===== config.mk =====
export PLATFORM = sky130hd
export DESIGN_NAME = pipe_stage_reg
export DESIGN_NICKNAME = d
export VERILOG_FILES = /design/src/rtl/pipe_stage_reg.sv
export SDC_FILE = /design/constraint.sdc
export NUM_CORES = 1
export LEC_CHECK = 0
export ABC_CLOCK_PERIOD_IN_PS = 2100
export CORE_ASPECT_RATIO = 0.9
export CORE_MARGIN = 3
export CORE_UTILIZATION = 45
export DETAILED_ROUTE_END_ITERATION = 10
export GPL_TIMING_DRIVEN = 0
export PLACE_DENSITY_LB_ADDON = 0.3
export RECOVER_POWER = 50
export SYNTH_ARGS = -nofsm -noshare
export SYNTH_HDL_FRONTEND = slang
export SYNTH_SLANG_ARGS = --single-unit

===== constraint.sdc =====
create_clock -name clk -period 2.1 [get_ports clk]
set_input_delay 0.42 -clock clk [delete_from_list [all_inputs] [get_ports clk]]
set_output_delay 0.42 -clock clk [all_outputs]
set_load 0.01 [all_outputs]

===== src/rtl/pipe_stage_reg.sv =====
// ---------------------------------------------------------------------------
// pipe_stage_reg
//   Elastic pipeline stage register between two datapath stages. It carries a
//   control bundle (all-zero = NOP) and a data bundle, with a valid/ready
//   handshake for stalls, a synchronous flush that inserts a bubble, and an
//   optional skid entry that makes in_ready a pure register output.
//
// Parameters
//   CTRL_W    width of the control bundle
//   DATA_W    width of the data bundle
//   SKID      1: output entry + skid entry, registered in_ready
//             0: output entry only, in_ready depends on out_ready
//
// Ports
//   clk        rising-edge clock
//   rst        asynchronous active-low reset
//   in_valid   upstream offers a beat
//   in_ready   stage accepts a beat this cycle
//   in_ctrl    upstream control bundle
//   in_data    upstream data bundle
//   flush      synchronous kill of all held and incoming beats
//   out_valid  output entry holds a live beat
//   out_ready  downstream consumes the beat this cycle
//   out_ctrl   control bundle, zero whenever out_valid is low
//   out_data   data bundle, holds its last value when out_valid is low
//   occupancy  number of live entries (0..2)
// ---------------------------------------------------------------------------
module pipe_stage_reg #(
  parameter int unsigned CTRL_W = 16,
  parameter int unsigned DATA_W = 128,
  parameter bit          SKID   = 1'b1
) (
  input  logic              clk,
  input  logic              rst,
  input  logic              in_valid,
  output logic              in_ready,
  input  logic [CTRL_W-1:0] in_ctrl,
  input  logic [DATA_W-1:0] in_data,
  input  logic              flush,
  output logic              out_valid,
  input  logic              out_ready,
  output logic [CTRL_W-1:0] out_ctrl,
  output logic [DATA_W-1:0] out_data,
  output logic [1:0]        occupancy
);

  logic              o_vld_q, o_vld_d;
  logic [CTRL_W-1:0] o_ctrl_q, o_ctrl_d;
  logic [DATA_W-1:0] o_data_q, o_data_d;
  logic              s_vld_q, s_vld_d;
  logic [CTRL_W-1:0] s_ctrl_q, s_ctrl_d;
  logic [DATA_W-1:0] s_data_q, s_data_d;

  logic accept_s;
  logic drain_s;

  // With a skid entry, in_ready is just the inverted skid-valid flop, so no
  // path from out_ready reaches the upstream stage.
  assign in_ready  = SKID ? !s_vld_q : (!o_vld_q || out_ready);
  assign accept_s  = in_valid && in_ready;
  assign drain_s   = o_vld_q && out_ready;

  assign out_valid = o_vld_q;
  assign out_ctrl  = o_vld_q ? o_ctrl_q : {CTRL_W{1'b0}};
  assign out_data  = o_data_q;
  assign occupancy = {1'b0, o_vld_q} + {1'b0, s_vld_q};

  // Next-state selection for the output and skid entries.
  always_comb begin
    o_vld_d  = o_vld_q;
    o_ctrl_d = o_ctrl_q;
    o_data_d = o_data_q;
    s_vld_d  = s_vld_q;
    s_ctrl_d = s_ctrl_q;
    s_data_d = s_data_q;
    if (flush) begin
      // Kill everything; data payloads are left as they are.
      o_vld_d = 1'b0;
      s_vld_d = 1'b0;
    end else if (SKID) begin
      if (drain_s && s_vld_q) begin
        // Parked beat moves forward; a new beat can refill the skid slot.
        o_vld_d  = 1'b1;
        o_ctrl_d = s_ctrl_q;
        o_data_d = s_data_q;
        s_vld_d  = accept_s;
        if (accept_s) begin
          s_ctrl_d = in_ctrl;
          s_data_d = in_data;
        end else begin
          s_ctrl_d = s_ctrl_q;
          s_data_d = s_data_q;
        end
      end else if (drain_s || !o_vld_q) begin
        // Output slot is free (or freeing): a new beat goes straight there.
        o_vld_d = accept_s;
        if (accept_s) begin
          o_ctrl_d = in_ctrl;
          o_data_d = in_data;
        end else begin
          o_ctrl_d = o_ctrl_q;
          o_data_d = o_data_q;
        end
      end else begin
        // Output stalled: an accepted beat parks in the skid entry.
        if (accept_s) begin
          s_vld_d  = 1'b1;
          s_ctrl_d = in_ctrl;
          s_data_d = in_data;
        end else begin
          s_vld_d  = s_vld_q;
        end
      end
    end else begin
      s_vld_d = 1'b0;
      if (accept_s) begin
        o_vld_d  = 1'b1;
        o_ctrl_d = in_ctrl;
        o_data_d = in_data;
      end else if (drain_s) begin
        o_vld_d = 1'b0;
      end else begin
        o_vld_d = o_vld_q;
      end
    end
  end

  // State registers with asynchronous active-low reset.
  always_ff @(posedge clk or negedge rst) begin
    if (!rst) begin
      o_vld_q  <= 1'b0;
      o_ctrl_q <= {CTRL_W{1'b0}};
      o_data_q <= {DATA_W{1'b0}};
      s_vld_q  <= 1'b0;
      s_ctrl_q <= {CTRL_W{1'b0}};
      s_data_q <= {DATA_W{1'b0}};
    end else begin
      o_vld_q  <= o_vld_d;
      o_ctrl_q <= o_ctrl_d;
      o_data_q <= o_data_d;
      s_vld_q  <= s_vld_d;
      s_ctrl_q <= s_ctrl_d;
      s_data_q <= s_data_d;
    end
  end

endmodule


## Word-level counts from Yosys, hierarchy flattened

Cells that the tools add are included.

- Bits of input ports: 149
- Bits in registers: 290
- Word-level logic and storage cells: 43

- Muxes and demuxes: 20
- Equal/unequal tests: 2
- Reductions and logical operators: 13
- Bitwise logic cells: 1
- Add/subtract/negate cells: 1

Operators by type and width:

| cell | number |
|---|---|
| $mux W128 | 6 |
| $mux W16 | 7 |
| $mux W1 | 7 |
| $reduce_bool A3 Y1 | 2 |
| $reduce_and A2 Y1 | 2 |
| $reduce_bool A2 Y1 | 2 |
| $logic_and A1 B1 Y1 | 3 |
| $ne A3 B3 Y1 const B | 1 |
| $reduce_and A3 Y1 | 1 |
| $add A1 B1 Y2 | 1 |
| $logic_not A1 Y1 | 2 |
| $ne A2 B2 Y1 const B | 1 |
| $logic_or A1 B1 Y1 | 1 |
| $not A1 Y1 | 1 |

## Longest topological paths before layout

Gate-level depths: netlist of run 1.

- Depth in word-level cells: 6
- Depth in mapped cells: 6
- Gate-level depth less buffers: 3

## Worst setup path after synthesis of run 1

OpenSTA, ideal clock, no wires.

- Path type: reg-to-reg
- Start point: register s_vld_q
- End point: register o_data_q[100] (netlist: out_data[100])
- Data required time: 1,975 ps
- Clock period less this slack: 1,843 ps
- Cell stages (with the launch flop): 6
- Path slack: 257 ps
- Arrival time: 1,718 ps
- Path through: dfrtp_1 nand2b_1 a221oi_2 buf_4 buf_4 mux2_2

- Cells in the longest elaborated chain, start to end: 4
- Elaborated cells on any way between the ends: 7
- Classes of those cells: mux (1); reduce/logical (6)

RTL lines:

| what | RTL line | RTL |
|---|---|---|
| start, declared | 50 | `logic s_vld_q, s_vld_d;` |
| start signal, assigned | 141 | `s_vld_q <= s_vld_d;` |
| $logic_not A1 Y1 | 59 | `assign in_ready = SKID ? !s_vld_q : (!o_vld_q \|\| out_ready);` |
| $logic_and A1 B1 Y1 | 60 | `assign accept_s = in_valid && in_ready;` |
| $reduce_bool A2 Y1 (no source line) | -- |  |
| $reduce_and A3 Y1 (no source line) | -- |  |
| end signal, assigned | 133 | `o_data_q <= {DATA_W{1'b0}};` |
| end signal, assigned | 140 | `o_data_q <= o_data_d;` |
| end, declared | 49 | `logic [DATA_W-1:0] o_data_q, o_data_d;` |

Parallel ways exist; a longest one is shown, timed or not.
A chain may end at the register's enable or synchronous reset.

## Final worst setup path of run 1

- Start point: register s_vld_q
- End point: register o_data_q[121] (netlist: out_data[121])

Same word-level chain as after synthesis.

==> flow_summary_export.csv, run 1 <==
group,metric,value,unit
layout,antenna_cells,0,
sta,fin_worst_skew,0.01913,ns
sta,period_share,96.86,%
synthesis,syn-num-nets,948,
layout,area_delta_synth_final,36.94,%
outcome,status,"completed",
synthesis,ys_types,17,
sta,rsz0062_at_grt,"true",
power_and_ir_drop,p_leak,7.283,nW
setup_path,required,2.52,ns
clock_network,cts_sinks,290,
sta,slew_violations,0,
detailed_routing,firstDrtPassIters,4,
run,drv_cap,0,
placement,pre_cts_ws,-1.017,ns
setup_path,crit_fanout,10,
detailed_routing,ant_nets,0,
clock_network,cts_inserted_buffers,30,
clock_network,clk_latency,0.55,ns
setup_path,end_kind,"flop",
global_routing,grt_pass1_vias,8477,
synthesis,synth_area_leader_cell,"dfrtp_1",
placement,numPortBuffers,296,
placement,dpl.hpwl,20550,um
detailed_routing,drc,0,
placement,gp_congestion,0.7554,
sta,worst_pin_slew,0.8910,ns
setup_path,worstPathArrival,2.46,ns
synthesis,synthCells,798,
sta,min_period,2.034,ns
sta,setup_violations,0,
power_and_ir_drop,power,16.52,mW
clock_network,htreeDepth,1,
layout,fin_area,17200,um2
clock_network,cts_buffer_depth,3,
floorplanning,ios,297,
sta,fin_tns_setup,0,ns
setup_path,path_class,"flop to flop",
floorplanning,die_w,182.1,um
detailed_routing,vias,7743,
clock_network,clk_pin_slew,0.06,ns
clock_network,clockRootBuffer,"clkbuf_16",
hold_path,hold_class,"input pin to async pin",
floorplanning,start_util,46.11,%
placement,placed_area,16030,um2
synthesis,ys_seq_elements,290,
sta,layout_setup_ws,0.06584,ns
synthesis,syn_area,12560,um2
sta,hold_viol_final,0,
sta,maxSlewHeadroom,40.60,%
floorplanning,die_height,164.5,um
global_routing,grt_start_max_net_pins,118,
global_routing,track_usage,19.28,%
power_and_ir_drop,ir_drop,0.0006825,V
floorplanning,fp.coreArea,27240,um2
layout,drive_above_1_share,47.80,%
floorplanning,placementRows,57,
layout,final_util,63.15,%
global_routing,grt_pass1_wl,46430,um
clock_network,cts_tree,"yes",
synthesis,synth.yosys.warnings,0,
layout,final_cell_mix,"mux2_2, dfrtp_1, clkdlybuf4s50_1, clkbuf_16, buf_6",
synthesis,avgSynthCellArea,15.74,um2
synthesis,ys_top_cells_by_area,"dfrtp_1, mux2_2, buf_2, and2_1, buf_4",
detailed_routing,wl_per_cell,19.39,um
sta,fmax,0.4916,GHz
layout,final_nets,1289,
global_routing,grt.overflow.total,0,
synthesis,seq_area_frac_synth,57.76,%
detailed_routing,viasPerCell,5.111,
layout,final_common_cell,"mux2_2",
global_routing,grt_antenna_before_repair,6,
power_and_ir_drop,powerDensity,960.4,nW/um2
detailed_routing,routed_wirelength,29380,um
floorplanning,dieArea,29960,um2
detailed_routing,dr.first_iter.drc_count,269,
synthesis,yosys.area.top_type_share,57.76,%
setup_path,startpoint_type,"flop",
state kept, by name, indices dropped and copies added, names as in the netlist:
register and flops:
s_vld_q 1, o_ctrl_q 16, s_data_q 128, out_data 128, out_valid 1, s_ctrl_q 16
cell families after synthesis:
| group | share of synthesized area (%) |
|---|---|
| multiplexers | 38.72 |
| flip-flops | 57.76 |
| buffers and inverters | 2.131 |
| AND/OR/NAND/NOR | 0.9860 |
| AO/OA/AOI/OAI | 0.2987 |
| adder cells (fa/ha/maj) | 0.09958 |
path summary, 6_finish.rpt:
path                                  start             to  slack, ns  depth (start not counted)
worst max register to register      s_vld_q  out_data[121]       0.07                          6
worst min register to register  o_ctrl_q[4]    o_ctrl_q[4]       0.50                          1
min in group clk                 in_ctrl[7]    s_ctrl_q[7]       0.50                          2
max in group asynchronous               rst      out_valid       0.26                          3
worst max-delay path                s_vld_q  out_data[121]       0.07                          6
worst min-delay path                    rst   out_data[88]       0.48                          2
Yosys cell counts:
library cell	number
a211oi_1	1
a21oi_1	2
a221oi_2	1
and2_1	16
buf_1	1
buf_2	25
buf_4	13
clkbuf_1	9
dfrtp_1	290
ha_1	1
inv_1	2
mux2_2	432
nand2_1	1
nand2b_1	1
nand3_1	1
nor4b_1	1
o21ai_0	1
critical path, cell delays in order (launching register included):
cell and delay [ns]:
dfrtp_2 0.47, nand2b_2 0.26, a221oi_4 0.28, buf_4 0.18
buf_4 0.12, clkbuf_4 0.23, mux2_2 0.36
per-stage QoR:
| step | hold slack (ns) | instances |
|---|---|---|
| 2_1_floorplan | 0.1244 | 798 |
| 3_3_place_gp | 0.4824 | 1448 |
| 3_5_place_dp | 0.4882 | 1450 |
| 4_1_cts | 0.4683 | 1515 |
| 5_1_grt | 0.4826 | 1515 |
| 6_report | 0.4837 | 1515 |
power breakdown:
part           leakage (nW)  switching, mW  internal [mW]
registers              3.48          0.686           6.97
logic                  3.33           1.30           2.43
clock network         0.471           2.15           2.98
repair_timing:
action	in CTS	in global routing
buffers inserted	10	0
gates cloned	0	0
hold endpoints to repair	96	0
pin swaps	1	0
hold buffers	1	0
endpoints found under the setup margin	239	274
gates resized for setup	92	32
metal layers:
layer,wire [um],GRT usage (%),part of all wire [%],up-vias
li1,-,-,-,3549
met1,12620,24.94,43,3904
met2,13480,31.16,46,230
met3,2596,7.355,8.8,48
met4,598,4.292,2.0,12
met5,84,0,0.29,-
final cells by class:
| cell class | count | area, um2 |
|---|---|---|
| inverter | 2 | 7.507 |
| clock buffer | 49 | 922.1 |
| timing repair buffer | 309 | 3018 |
| multi-input combinational | 458 | 5080 |
| fill | 2055 | 10040 |
| sequential | 290 | 7259 |
| buffer | 48 | 431.7 |
| clock inverter | 5 | 42.54 |
| tap | 354 | 442.9 |
(Power assumes the default switching activity.)
==> inputs of run 2 (changes only) <==
CORE_ASPECT_RATIO = 2   (was 0.9)
==> flow_summary_export.csv, run 2 (synthesized netlist as in run 1, its figures left out) <==
group,metric,value,unit
setup_path,slowest_stage,"dfrtp_2",
clock_network,cts_buffer_depth,3,
sta,maxSlewHeadroom,40.01,%
detailed_routing,dr.first_iter.drc_count,133,
hold_path,hold_start,"s_data_q[114]",
sta,fin_worst_skew,0.007857,ns
setup_path,crit_fanout,10,
setup_path,rr_worst_depth,6,
setup_path,required,1.68,ns
setup_path,slowest_delay,0.43,ns
sta,period_share,96.81,%
clock_network,cts_inserted_buffers,26,
global_routing,grt_start_max_net_pins,106,
hold_path,hold_depth,1,
clock_network,clockRootBuffer,"clkbuf_16",
power_and_ir_drop,ir_drop,0.0007738,V
detailed_routing,routed_wirelength,28790,um
sta,slew_violations,0,
setup_path,crit_chain,"buf_6 -> clkbuf_8 -> and2_1 -> clkdlybuf4s15_1",
setup_path,r2r_end,"s_data_q[112]",
power_and_ir_drop,power,15.94,mW
clock_network,clk_latency,0.53,ns
layout,multi_input_area,5071,um2
power_and_ir_drop,powerDensity,936.2,nW/um2
floorplanning,die_height,242.3,um
setup_path,end_kind,"primary output",
global_routing,grt_antenna_before_repair,4,
floorplanning,dieArea,30080,um2
sta,min_period,2.033,ns
setup_path,startpoint_type,"flop",
hold_path,min_to,"s_data_q[114]",
layout,nFillCells,2127,
setup_path,worstPathArrival,1.61,ns
sta,worst_pin_slew,0.8998,ns
power_and_ir_drop,p_leak,7.190,nW
layout,drive_above_1_share,46.92,%
run,drv_cap,0,
layout,area_delta_synth_final,35.56,%
floorplanning,die_w,124.2,um
floorplanning,fp.coreArea,27230,um2
setup_path,path_class,"flop to primary output",
clock_network,cts_sinks,290,
global_routing,grt_pass1_vias,8648,
layout,final_nets,1283,
detailed_routing,vias,7617,
floorplanning,placementRows,85,
layout,final_cell_mix,"mux2_2, dfrtp_1, clkdlybuf4s50_1, clkbuf_16, buf_4",
layout,seq_area,7259,um2
setup_path,timing.rr.start,"s_vld_q",
sta,hold_viol_final,0,
outcome,status,"completed",
detailed_routing,ant_nets,0,
clock_network,htreeDepth,1,
global_routing,grt.overflow.total,0,
placement,numPortBuffers,296,
layout,final_cell_count_no_fill,1502,
floorplanning,start_util,46.14,%
placement,place_inst,1444,
clock_network,clk_pin_slew,0.07,ns
clock_network,cts_tree,"yes",
sta,setup_violations,0,
detailed_routing,wl_per_cell,19.17,um
hold_path,hold_class,"flop to flop",
setup_path,r2r_setup_slack,0.10,ns
placement,gp_congestion,0.7623,
detailed_routing,drc,0,
sta,fmax,0.4919,GHz
detailed_routing,firstDrtPassIters,4,
global_routing,track_usage,19.15,%
floorplanning,ios,297,
placement,dpl.hpwl,21170,um
global_routing,grt_pass1_wl,45480,um
detailed_routing,viasPerCell,5.071,
layout,final_common_cell,"mux2_2",
[run 2: changes by cell type in the layout (fill, tap and decap cells not counted), moves of 3 or more]
cell	before	now
buf_6	20	16
buf_8	5	1
clkbuf_4	9	12
clkbuf_2	8	13
buf_2	12	5
clkbuf_16	30	27
clkdlybuf4s15_1	1	4
diode_2	0	3
[run 2: worst max-delay path by stage]
stage	start	end	slack, ns	depth (start not counted)
detailed placement	out_ready	out_data[60]	-0.84	6
CTS	out_valid	out_data[71]	-0.05	6
floorplan	s_vld_q	out_data[100]	0.26	5
finish	out_valid	out_ctrl[7]	0.07	4
global placement	rst	out_data[73]	-11.98	1
global route	s_vld_q	out_data[60]	-0.00004	5
[run 2: layer usage]
| metal | share of wire, % | track usage [%] | wire (um) |
|---|---|---|---|
| met5 | 0.045 | 0 | 13 |
| met4 | 2.4 | 6.034 | 680 |
| met3 | 7.3 | 5.304 | 2089 |
| met2 | 56 | 36.10 | 16100 |
| met1 | 34 | 19.88 | 9907 |
[run 2: timing repair]
item | CTS | global route
setup endpoints to repair | 306 | 239
pin swaps | 1 | 1
endpoints found under the hold margin | 90 | 0
resized for setup | 57 | 45
cloned | 0 | 0
setup buffers | 6 | 2
hold buffers | 1 | 0
[run 2: critical path, delay by kind of cell (launching register included)]
kind,cells,cell delay [ns]
DFF,1,0.43
buffers and inverters,3,0.52
and+or+nand+nor,1,0.13
[run 2: where the power goes]
part           switching (mW)  internal [mW]  leakage (nW)
combinational            1.27           2.42          3.31
sequential              0.686           6.96          3.48
clock                    2.00           2.61         0.399
[run 2: through the flow]
stage	setup WS, ns	cell area [um2]	setup TNS (ns)	utilization [%]	hold slack (ns)
floorplan	0.2570	12560	0	-	0.1244
global placement	-11.98	15960	-3619.47	58.63	0.4815
detailed placement	-0.8390	16020	-175.84	58.85	0.4921
CTS	-0.04601	16980	-1.820	62.36	0.4995
global route	-0.00004396	17030	-0.00004396	62.56	0.5043
finish	0.06693	17030	0	62.56	0.5019
[run 2: layout make-up]
| class | instances | area share [%] |
|---|---|---|
| Antenna cell | 3 | 0.04408 |
| Inverter | 2 | 0.04408 |
| Tap cell | 348 | 2.557 |
| Multi-Input combinational cell | 458 | 29.78 |
| Clock buffer | 44 | 4.753 |
| Buffer | 48 | 2.321 |
| Clock inverter | 2 | 0.07346 |
| Sequential cell | 290 | 42.62 |
| Timing Repair Buffer | 307 | 17.81 |
